## config.mk

```make
export PLATFORM = sky130hd
export DESIGN_NAME = seg_scan_driver
export DESIGN_NICKNAME = d
export VERILOG_FILES = /design/src/rtl/seg_pkg.sv /design/src/rtl/bcd_to_seg.sv /design/src/rtl/seg_scan_driver.sv
export SDC_FILE = /design/constraint.sdc
export NUM_CORES = 1
export LEC_CHECK = 0
export CORE_MARGIN = 3
export CORE_UTILIZATION = 50
export CTS_CLUSTER_DIAMETER = 30
export DETAILED_ROUTE_END_ITERATION = 7
export DONT_BUFFER_PORTS = 1
export MAX_ROUTING_LAYER = met4
export PLACE_DENSITY_LB_ADDON = 0.3
export SKIP_CTS_REPAIR_TIMING = 1
export SYNTH_ARGS = -nofsm -noshare
export SYNTH_HDL_FRONTEND = slang
export SYNTH_SLANG_ARGS = --single-unit
export TNS_END_PERCENT = 100
```

## constraint.sdc

```tcl
create_clock -name clk -period 5.3 [get_ports clk]
set_input_delay 0.795 -clock clk [delete_from_list [all_inputs] [get_ports clk]]
set_output_delay 0.795 -clock clk [all_outputs]
set_load 0.05 [all_outputs]
```

## src/rtl/seg_pkg.sv

```systemverilog
// Shared constants for the 7-segment scan driver: blank/off codes and the active-low glyph font.
// Segment order is {g,f,e,d,c,b,a}; a 0 lights the segment.
package seg_pkg;

  localparam logic [7:0] SEG_BLANK = 8'hFF;
  localparam logic [3:0] AN_OFF    = 4'hF;
  localparam logic [6:0] SEG_DASH  = 7'b0111111;

  localparam logic [6:0] GLYPH_0 = 7'h40;
  localparam logic [6:0] GLYPH_1 = 7'h79;
  localparam logic [6:0] GLYPH_2 = 7'h24;
  localparam logic [6:0] GLYPH_3 = 7'h30;
  localparam logic [6:0] GLYPH_4 = 7'h19;
  localparam logic [6:0] GLYPH_5 = 7'h12;
  localparam logic [6:0] GLYPH_6 = 7'h02;
  localparam logic [6:0] GLYPH_7 = 7'h78;
  localparam logic [6:0] GLYPH_8 = 7'h00;
  localparam logic [6:0] GLYPH_9 = 7'h10;

  typedef logic [1:0] digit_idx_t;

endpackage

```

## src/rtl/bcd_to_seg.sv

```systemverilog
// Combinational 4-bit digit code to active-low 7-segment glyph; codes 10-15 render a dash.
// Zero latency, no flow control.
module bcd_to_seg
  import seg_pkg::*;
(
  input  logic [3:0] code,
  output logic [6:0] glyph
);

  always_comb begin
    glyph = SEG_DASH;
    case (code)
      4'd0:    glyph = GLYPH_0;
      4'd1:    glyph = GLYPH_1;
      4'd2:    glyph = GLYPH_2;
      4'd3:    glyph = GLYPH_3;
      4'd4:    glyph = GLYPH_4;
      4'd5:    glyph = GLYPH_5;
      4'd6:    glyph = GLYPH_6;
      4'd7:    glyph = GLYPH_7;
      4'd8:    glyph = GLYPH_8;
      4'd9:    glyph = GLYPH_9;
      default: glyph = SEG_DASH;
    endcase
  end

endmodule

```

## src/rtl/seg_scan_driver.sv

```systemverilog
// 4-digit multiplexed 7-segment driver with frame snapshot, one-cycle blank guard and leading-zero blanking.
// Tick to new digit visible: 2 cycles; no backpressure. Optional blinking under `SEG_BLINK_EN.
module seg_scan_driver
  import seg_pkg::*;
#(
  parameter int REFRESH_DIV = 100000,
  parameter int BLINK_DIV   = 25000000
) (
  input  logic        clk,
  input  logic        rst_n,
  input  logic [15:0] digits,
  input  logic [3:0]  dp_mask,
  input  logic        lzb,
  input  logic [3:0]  blink_sel,
  output logic [7:0]  seg,
  output logic [3:0]  an
);

  localparam int CW = $clog2(REFRESH_DIV);

  logic [CW-1:0] cnt_q, cnt_d;
  digit_idx_t    idx_q, idx_d;
  logic [15:0]   snap_q, snap_d;
  logic          first_q, first_d;
  logic [7:0]    seg_q, seg_d;
  logic [3:0]    an_q, an_d;

  logic       tick;
  logic [3:0] code;
  logic [6:0] glyph;
  logic       lz_blank;
  logic       blink_off;

  assign tick = (cnt_q == CW'(REFRESH_DIV - 1));

`ifdef SEG_BLINK_EN
  localparam int BW = $clog2(BLINK_DIV);

  logic [BW-1:0] bcnt_q, bcnt_d;
  logic          phase_q, phase_d;
  logic          btick;

  assign btick = (bcnt_q == BW'(BLINK_DIV - 1));

  always_comb begin
    bcnt_d  = btick ? '0 : bcnt_q + 1'b1;
    phase_d = btick ? ~phase_q : phase_q;
  end

  always_ff @(posedge clk) begin
    if (!rst_n) begin
      bcnt_q  <= '0;
      phase_q <= 1'b0;
    end else begin
      bcnt_q  <= bcnt_d;
      phase_q <= phase_d;
    end
  end

  assign blink_off = phase_q & blink_sel[idx_q];
`else
  logic unused_blink;
  assign unused_blink = ^blink_sel;
  assign blink_off    = 1'b0;
`endif

  always_comb begin
    code = snap_q[3:0];
    case (idx_q)
      2'd0: code = snap_q[3:0];
      2'd1: code = snap_q[7:4];
      2'd2: code = snap_q[11:8];
      2'd3: code = snap_q[15:12];
      default: code = snap_q[3:0];
    endcase
  end

  bcd_to_seg u_font (
    .code  (code),
    .glyph (glyph)
  );

  // A digit is a leading zero when it and every digit to its left in the snapshot are zero.
  always_comb begin
    lz_blank = 1'b0;
    case (idx_q)
      2'd1: lz_blank = (snap_q[15:4] == 12'h000);
      2'd2: lz_blank = (snap_q[15:8] == 8'h00);
      2'd3: lz_blank = (snap_q[15:12] == 4'h0);
      default: lz_blank = 1'b0;
    endcase
    lz_blank = lz_blank & lzb;
  end

  always_comb begin
    cnt_d   = tick ? '0 : cnt_q + 1'b1;
    idx_d   = tick ? idx_q + 1'b1 : idx_q;
    first_d = 1'b0;
    // Capture on the wrap guard (and the post-reset guard) so a frame never tears.
    snap_d  = (first_q || (tick && idx_q == 2'd3)) ? digits : snap_q;

    seg_d = SEG_BLANK;
    an_d  = AN_OFF;
    if (!(first_q || tick)) begin
      an_d = ~(4'b0001 << idx_q);
      if (lz_blank || blink_off) begin
        seg_d = SEG_BLANK;
      end else begin
        seg_d = {~dp_mask[idx_q], glyph};
      end
    end
  end

  always_ff @(posedge clk) begin
    if (!rst_n) begin
      cnt_q   <= '0;
      idx_q   <= 2'd0;
      snap_q  <= 16'h0000;
      first_q <= 1'b1;
      seg_q   <= SEG_BLANK;
      an_q    <= AN_OFF;
    end else begin
      cnt_q   <= cnt_d;
      idx_q   <= idx_d;
      snap_q  <= snap_d;
      first_q <= first_d;
      seg_q   <= seg_d;
      an_q    <= an_d;
    end
  end

  assign seg = seg_q;
  assign an  = an_q;

endmodule

```

Word level (Yosys, flattened, before mapping)
Memory sizes are Yosys's and may differ from the RTL's. A register that Yosys moved wholly into a read port is not among the register bits.
Index checks and enable logic that the tools add are counted.

word-level totals
  flip-flop bits (word level) = 48
  bits in latches = 0
  memory bits (writable) = 0
  ROM bits = 112
  bits of input ports = 27
  output and inout port bits = 12
  logic and storage cells = 34
  memories = 1

memory list
  memory           depth  width  read ports  clocked after Yosys merged registers in  wr ports  RTL line          text
  (no name shown)  16     7      1           1                                        0         bcd_to_seg.sv:12  case (code)

operators by class
  $add $sub $neg = 2
  multipliers = 0
  divide/modulo/power cells = 0
  order comparisons = 1
  equality and inequality tests = 4
  shifts and indexed selects = 1
  multiplexer cells = 5
  bitwise operators = 4
  reduce and logical (&&, ||, !) cells = 10

operator list
  kind                                                                           number
  17-bit by 1-bit adder with 17-bit output (second input constant)               1
  17-bit == test (second input constant)                                         1
  4-bit case mux with 4 select lines                                             1
  12-bit logical NOT                                                             1
  8-bit logical NOT                                                              1
  2-bit == test (second input constant)                                          2
  4-bit logical NOT                                                              1
  4-bit inverter                                                                 1
  2-bit OR reduction                                                             2
  1-bit by 2-bit left shift with 4-bit output (first input constant)             1
  2-bit by 3-bit less-than comparator with 1-bit output (second input constant)  1
  1-bit case mux with 3 select lines                                             1
  3-bit OR reduction                                                             1
  2-bit by 1-bit adder with 2-bit output (second input constant)                 1
  1-bit binary-select mux with 2-bit select                                      1
  2-bit by 1-bit == test with 1-bit output (second input constant)               1
  2-bit logical NOT                                                              1
  1-bit logical OR                                                               2
  1-bit two-way mux                                                              2
  1-bit inverter                                                                 2
  1-bit bitwise AND                                                              1
  1-bit logical AND                                                              1

Depth between registers and ports, before layout
Gate-level depths: netlist of run 1.

  depth in word-level cells = 4
  depth in mapped cells = 11
  gate-level depth less buffers = 10

Modules after synthesis
Synthesis of run 1 repeated with hierarchy kept, for this count alone.

second synthesis, totals
  cells, all modules = 258
  area total of the unflattened synthesis = 2383.5 um2

modules (own cells, without submodules)
  module           instances  cells each  area each (um2)  seq. area each (um2)
  seg_scan_driver  1          227         2143.3           960.9
  bcd_to_seg       1          31          240.2            0.0

Worst setup path after synthesis of run 1
Ideal clock, no wire load.

  path kind = register to register
  start point = register idx_q[0]
  end point = register seg_q[1], in the netlist seg[1]
  setup time = 150 ps
  arrival time = 1940 ps
  required time = 5150 ps
  setup slack = 3210 ps
  stages on the path, launching flop included = 12
  path buffers = 1
  clock period less this slack = 2090 ps
  cells stage by stage = dfxtp_1 inv_1 ha_1 clkbuf_1 a21oi_1 nand2_1 o21ai_0 inv_1 ha_1 a21oi_1 a21bo_2 nand4_1

on the way
  word-level cells in the longest chain between the ends = 4
  elaborated cells on any way between the ends = 8
  those cells by class = 3 x eq/ne; 2 x mux; 1 x bitwise; 2 x reduce/logical

ends and longest elaborated chain
  what                                                                              RTL line                                      text
  start: declaration                                                                seg_scan_driver.sv:22                         digit_idx_t idx_q, idx_d;
  start signal: assignment                                                          seg_scan_driver.sv:124                        idx_q <= idx_d;
  2-bit == test / 2-bit by 1-bit == test with 1-bit output (equally long branches)  seg_scan_driver.sv:69, seg_scan_driver.sv:86
  1-bit case mux with 3 select lines                                                seg_scan_driver.sv:86                         case (idx_q)
  1-bit bitwise AND                                                                 seg_scan_driver.sv:92                         lz_blank = lz_blank & lzb;
  3-bit OR reduction (no source line)                                               --
  end: declaration                                                                  seg_scan_driver.sv:25                         logic [7:0] seg_q, seg_d;

Several ways; a longest one is shown, not always the timed one.
A chain may end at the register's enable or synchronous reset.

Final worst setup path of run 1
  start point = register idx_q[0]
  end point = register seg_q[4], in the netlist seg[4]

Same word-level chain as after synthesis.

==> results of run 1 <==
[registers in the layout, summed over array words and instances (netlist names)]
register / cells
cnt_q: 17
idx_q: 2
an: 4
seg: 8
first_q: 1
snap_q: 16
[worst max path at each step]
stage	from	to	slack, ps	cells past startpoint
after CTS	idx_q[0]	seg[4]	2860	6
after detailed placement	idx_q[0]	seg[4]	2920	6
final	idx_q[0]	seg[4]	2830	6
after global placement	idx_q[0]	seg[4]	2940	6
after floorplan	idx_q[0]	seg[1]	3210	11
after global routing	idx_q[0]	seg[4]	2590	6
[synthesized netlist by cell type, drive strengths merged, types with 2 or more instances]
library cell | count | area share
ha | 9 | 0.049
clkbuf | 6 | 0.0099
a222oi | 3 | 0.013
nand3 | 7 | 0.015
nand2 | 43 | 0.071
nand3b | 3 | 0.0099
nor4 | 4 | 0.018
buf | 3 | 0.0088
a211oi | 4 | 0.013
xnor2 | 5 | 0.019
nand2b | 3 | 0.0082
nor2b | 3 | 0.0082
dfxtp | 48 | 0.42
inv | 12 | 0.020
nand4 | 10 | 0.027
mux2i | 18 | 0.079
o2111ai | 2 | 0.0077
a21oi | 10 | 0.024
and3 | 2 | 0.0055
nor2 | 20 | 0.033
or3 | 4 | 0.011
or4 | 2 | 0.0066
o21ai | 6 | 0.013
xor2 | 8 | 0.031
o211ai | 2 | 0.0066
[logic make-up after synthesis]
| kind of cell | after synthesis | share of synthesized area |
|---|---|---|
| buffers and inverters | 21 | 0.0383 |
| AO/OA/AOI/OAI | 37 | 0.112 |
| multiplexers | 19 | 0.0887 |
| flip-flops | 48 | 0.420 |
| adder cells (fa/ha/maj) | 9 | 0.0493 |
| AND/OR/NAND/NOR | 108 | 0.241 |
| XOR/XNOR | 13 | 0.0498 |
[area by class of cell]
class	count	area, sq um
sequential	48	961
fill	384	1770
inverter	12	45.0
multi-input combinational	186	1240
tap	50	62.6
clock inverter	1	30.0
clock buffer	7	96.3
[layer usage]
metal	track usage	up-vias	routed length (um)
met1	0.259	813	2230
met2	0.249	42	1880
met3	0.0424	7	240
li1	-	894	-
met4	0.0845	0	73
met5	-	-	0
[placed cells by master (no fill, tap or decap), drive strengths merged, types with 2 or more instances in the layout]
cell type | Yosys | layout
o2111ai | 2 | 2
nand2b | 3 | 3
and3 | 2 | 2
nand2 | 43 | 43
mux2i | 18 | 18
xor2 | 8 | 8
or4 | 2 | 2
nor2 | 20 | 20
a222oi | 3 | 3
a21oi | 10 | 10
dfxtp | 48 | 48
nor2b | 3 | 3
inv | 12 | 12
ha | 9 | 9
clkbuf | 6 | 7
a211oi | 4 | 4
nand3b | 3 | 3
nor4 | 4 | 4
xnor2 | 5 | 5
o211ai | 2 | 2
or3 | 4 | 4
nand3 | 7 | 7
o21ai | 6 | 6
nand4 | 10 | 10
[worst max-delay path, cell delays in order, from the launching register on]
cell      delay, ps
dfxtp_1         450
inv_1           120
ha_1            310
a222oi_1        670
mux2i_1         350
a211oi_1        340
o211ai_1        110
[per-stage QoR]
stage	std cells	util	instance area [sq um]	hold slack [ps]
CTS	304	0.579	2430	452
global placement	296	0.549	2310	428
finish	304	0.579	2430	450
floorplan	255	-	2290	418
detailed placement	296	0.549	2310	437
global route	304	0.579	2430	472
[power breakdown]
group	leakage, uW	internal, uW	total, uW	switching [uW]
Clock	0.0000645	166	286	119
Combinational	0.000474	20.0	43.6	23.6
Sequential	0.000393	375	401	26.4
Total	0.000932	561	731	169
==> reports/qor.csv, run 1 <==
metric,value,unit
Final TNS setup,0,ps
number of diodes,0,
GRT overflow,0,
hold path depth,1,
YS warnings,0,
Initial Util,0.544,
initial DRC count,93,
vias,1756,
gr usage total,0.185,
Die Ht,73.6,um
total CTS buffers,5,
Core ar.,4200,sq um
fmax,0.404,GHz
RSZ-0062 raised after global routing,no,
Critical Path Sink Type,register,
"Min Clock Period, post-route",2470,ps
Mapped Area,2290,sq um
CTS Sinks,48,
Max Clock Skew,8.44,ps
final setup fails,0,
IO buf count,0,
sequential element share of the synthesized area,0.420,
Vias per Instance,5.78,
Synth Instances,255,
CTS tree,done,
Crit Reg-Reg Endpoint,seg[4],
worst setup path class,reg -> reg,
Clk Tree Root Cell,clkbuf_8,
htree depth,2,
final WL,4.43,mm
Hold Path Origin,cnt_q[0],
Chip Width,73.6,um
max_cap viols,0,
Place WS,2920,ps
Worst Hold End,cnt_q[0],
PnR worst setup slack,2830,ps
"Net count, final",289,
slew margin rel.,0.220,
initial antenna violation count,0,
data required time of the worst path,5470,ps
DR DRC count,0,
Reg2Reg Setup Slack,2830,ps
DPL Wire Length,3.18,mm
Routed WL per cell,14.6,um
layout cells sized above 1,0.0591,
RR Startpoint,idx_q[0],
total power,731,uW
Leakage Power,0.000932,uW
Main synth FF type,dfxtp_1,
Pwr Density,300,nW/um^2
Final Wtd Congestion,0.862,
HP Class,reg -> reg,
clk buf depth,2,
clk_lat worst skew,310,ps
r2r worst-path depth,6,
first-pass GRT wire length,7.47,mm
largest net degree at the start of global routing,36,
die area,5420,sq um
Worst Path Max Fanout,7,
Synthesized Nets,291,
I/O pins,39,
Tcrit/Tclk final,0.467,
Worst-Margin Slew,1170,ps
Final Max Tran Viols,0,
post-synthesis cell type count,47,
drt pass-1 iters,4,
Critical Path AT,2640,ps
Row Count,23,
IR Drop Worst-Case VDD,0.000157,V
Routed Antenna Nets,0,
outcome,"complete, no violations",
Fin. Hold Viols,0,
Layout Area Growth over Synthesis,6.40,%
vias in the first global route,1581,
Clock Pin Slew Worst Setup and Hold Paths,90,ps
Post-synth EDFFs,0,
"FFs w/ async S/R, synth",0,
synthesized area per cell,8.96,sq um
"flops & latches, synth",48,
crit start category,register,
Power figures use the tool's default switching activity.
==> run 2, diff against run 1 <==
- clock period: 5.3 -> 2.4 ns (I/O delays scaled with it)
==> reports/qor.csv, run 2 (synthesis gave the netlist of run 1 again) <==
metric,value,unit,change
vias in the first global route,1697,,+7.3%
Chip Width,73.6,um,unchanged
total CTS buffers,5,,unchanged
Core ar.,4200,sq um,unchanged
I/O pins,39,,unchanged
"Net count, final",298,,+3.1%
layout cells sized above 1,0.103,,+0.0436
total power,1600,uW,+120%
Die Ht,73.6,um,unchanged
"commonest cells after routing, fill and taps aside","47 x dfxtp_1, 43 x nand2_1, 20 x nor2_1, 18 x mux2i_1, 12 x inv_1",,
clk_lat worst skew,300,ps,about the same
Initial Util,0.544,,unchanged
Routed Antenna Nets,0,,unchanged
Routed WL per cell,14.0,um,-3.9%
Hold Path Origin,digits[7],,
final setup fails,0,,unchanged
drt pass-1 iters,4,,unchanged
Clk Tree Root Cell,clkbuf_8,,
filler instances,379,,-1.3%
clk buf depth,2,,unchanged
GRT overflow,0,,unchanged
DR DRC count,0,,unchanged
Final Wtd Congestion,0.905,,+4.9%
Final Max Tran Viols,0,,unchanged
HP Class,in -> reg,,
CTS tree,done,,
Largest Register,cnt_q,,
Leakage Power,0.000976,uW,+4.7%
initial antenna violation count,0,,unchanged
Row Count,23,,unchanged
crit start category,register,,
Worst Hold Slack,193,ps,-257 ps
Critical Path AT,2320,ps,-320 ps
data required time of the worst path,2570,ps,-2900 ps
IR Drop Worst-Case VDD,0.000338,V,+120%
slew margin rel.,0.593,,+0.374
worst setup path class,reg -> reg,,
IO buf count,0,,unchanged
Worst-Margin Slew,608,ps,-563 ps
die area,5420,sq um,unchanged
initial DRC count,90,,-3.2%
vias,1761,,+0.28%
CTS Sinks,48,,unchanged
Pwr Density,638,nW/um^2,+110%
Vias per Instance,5.63,,-2.6%
largest net degree at the start of global routing,36,,unchanged
max_cap viols,0,,unchanged
number of diodes,0,,unchanged
outcome,"complete, no violations",,
first-pass GRT wire length,7.54,mm,+1.0%
htree depth,2,,unchanged
Layout Area Growth over Synthesis,9.80,%,
Fin. Hold Viols,0,,unchanged
RSZ-0062 raised after global routing,no,,
Max Clock Skew,5.00,ps,-3.44 ps
crit path launch,idx_q[1],,
number of flip-flops under the largest register name,17,,unchanged
RR Startpoint,idx_q[1],,
Clock Pin Slew Worst Setup and Hold Paths,80,ps,about the same
final WL,4.39,mm,-1.0%
Worst Path Max Fanout,8,,+1
"commonest non-fill, non-tap cell in the layout",dfxtp_1,,
gr usage total,0.183,,-0.00177
Final Util,0.597,,+0.0185
fmax,0.465,GHz,+15%
Critical Path Sink Type,register,,
Final TNS setup,0,ps,unchanged
Tcrit/Tclk final,0.896,,+0.429
"Min Clock Period, post-route",2150,ps,-323 ps
DPL Wire Length,3.28,mm,+3.2%
[run 2: report_power, final]
group / total [uW] / internal (uW) / switching, uW
Clock: 618 / 367 / 250
Sequential: 887 / 828 / 58.8
Combinational: 97.1 / 45.5 / 51.6
Total: 1600 / 1240 / 361
[run 2: worst max-delay path, cell delays in order (launching register included)]
cell and delay, ps:
dfxtp_1 420, inv_1 110, ha_1 250, buf_4 180, nor2b_1 120, a21oi_1 250, inv_1 110, ha_1 190
inv_1 70, a21oi_1 60, a21oi_1 160, nand4_1 100
[run 2: area by class of cell]
| class | count | area [sq um] | share of cell area |
|---|---|---|---|
| Multi-Input combinational cell | 186 | 1250 | 0.497 |
| Sequential cell | 48 | 962 | 0.383 |
| Clock buffer | 7 | 96.3 | 0.0384 |
| Timing Repair Buffer | 9 | 67.6 | 0.0269 |
| Tap cell | 50 | 62.6 | 0.0249 |
| Inverter | 12 | 45.0 | 0.0179 |
| Clock inverter | 1 | 30.0 | 0.0120 |
[run 2: stage by stage]
step                area, sq um  worst slack, ps  cells
finish                     2510              250    313
global route               2510             44.0    313
CTS                        2500             72.7    313
detailed placement         2370             92.4    305
global placement           2370              144    305
floorplan                  2290              310    255
[run 2: per-layer routing]
layer  wire length [um]  share of wire  vias to the layer above  GRT usage
li1                   -              -                      914          -
met1               2180           0.50                      803      0.250
met2               1980           0.45                       40      0.257
met3                200          0.046                        4     0.0465
met4                 27         0.0062                        0     0.0704
met5                  0              0                        -          -
[run 2: path summary, 6_finish.rpt]
kind / to / slack [ps] / cells after the start
worst min register to register: cnt_q[0] / 450 / 1
worst max register to register: seg[0] / 250 / 11
worst max-delay path: seg[0] / 250 / 11
worst min-delay path: snap_q[7] / 190 / 2
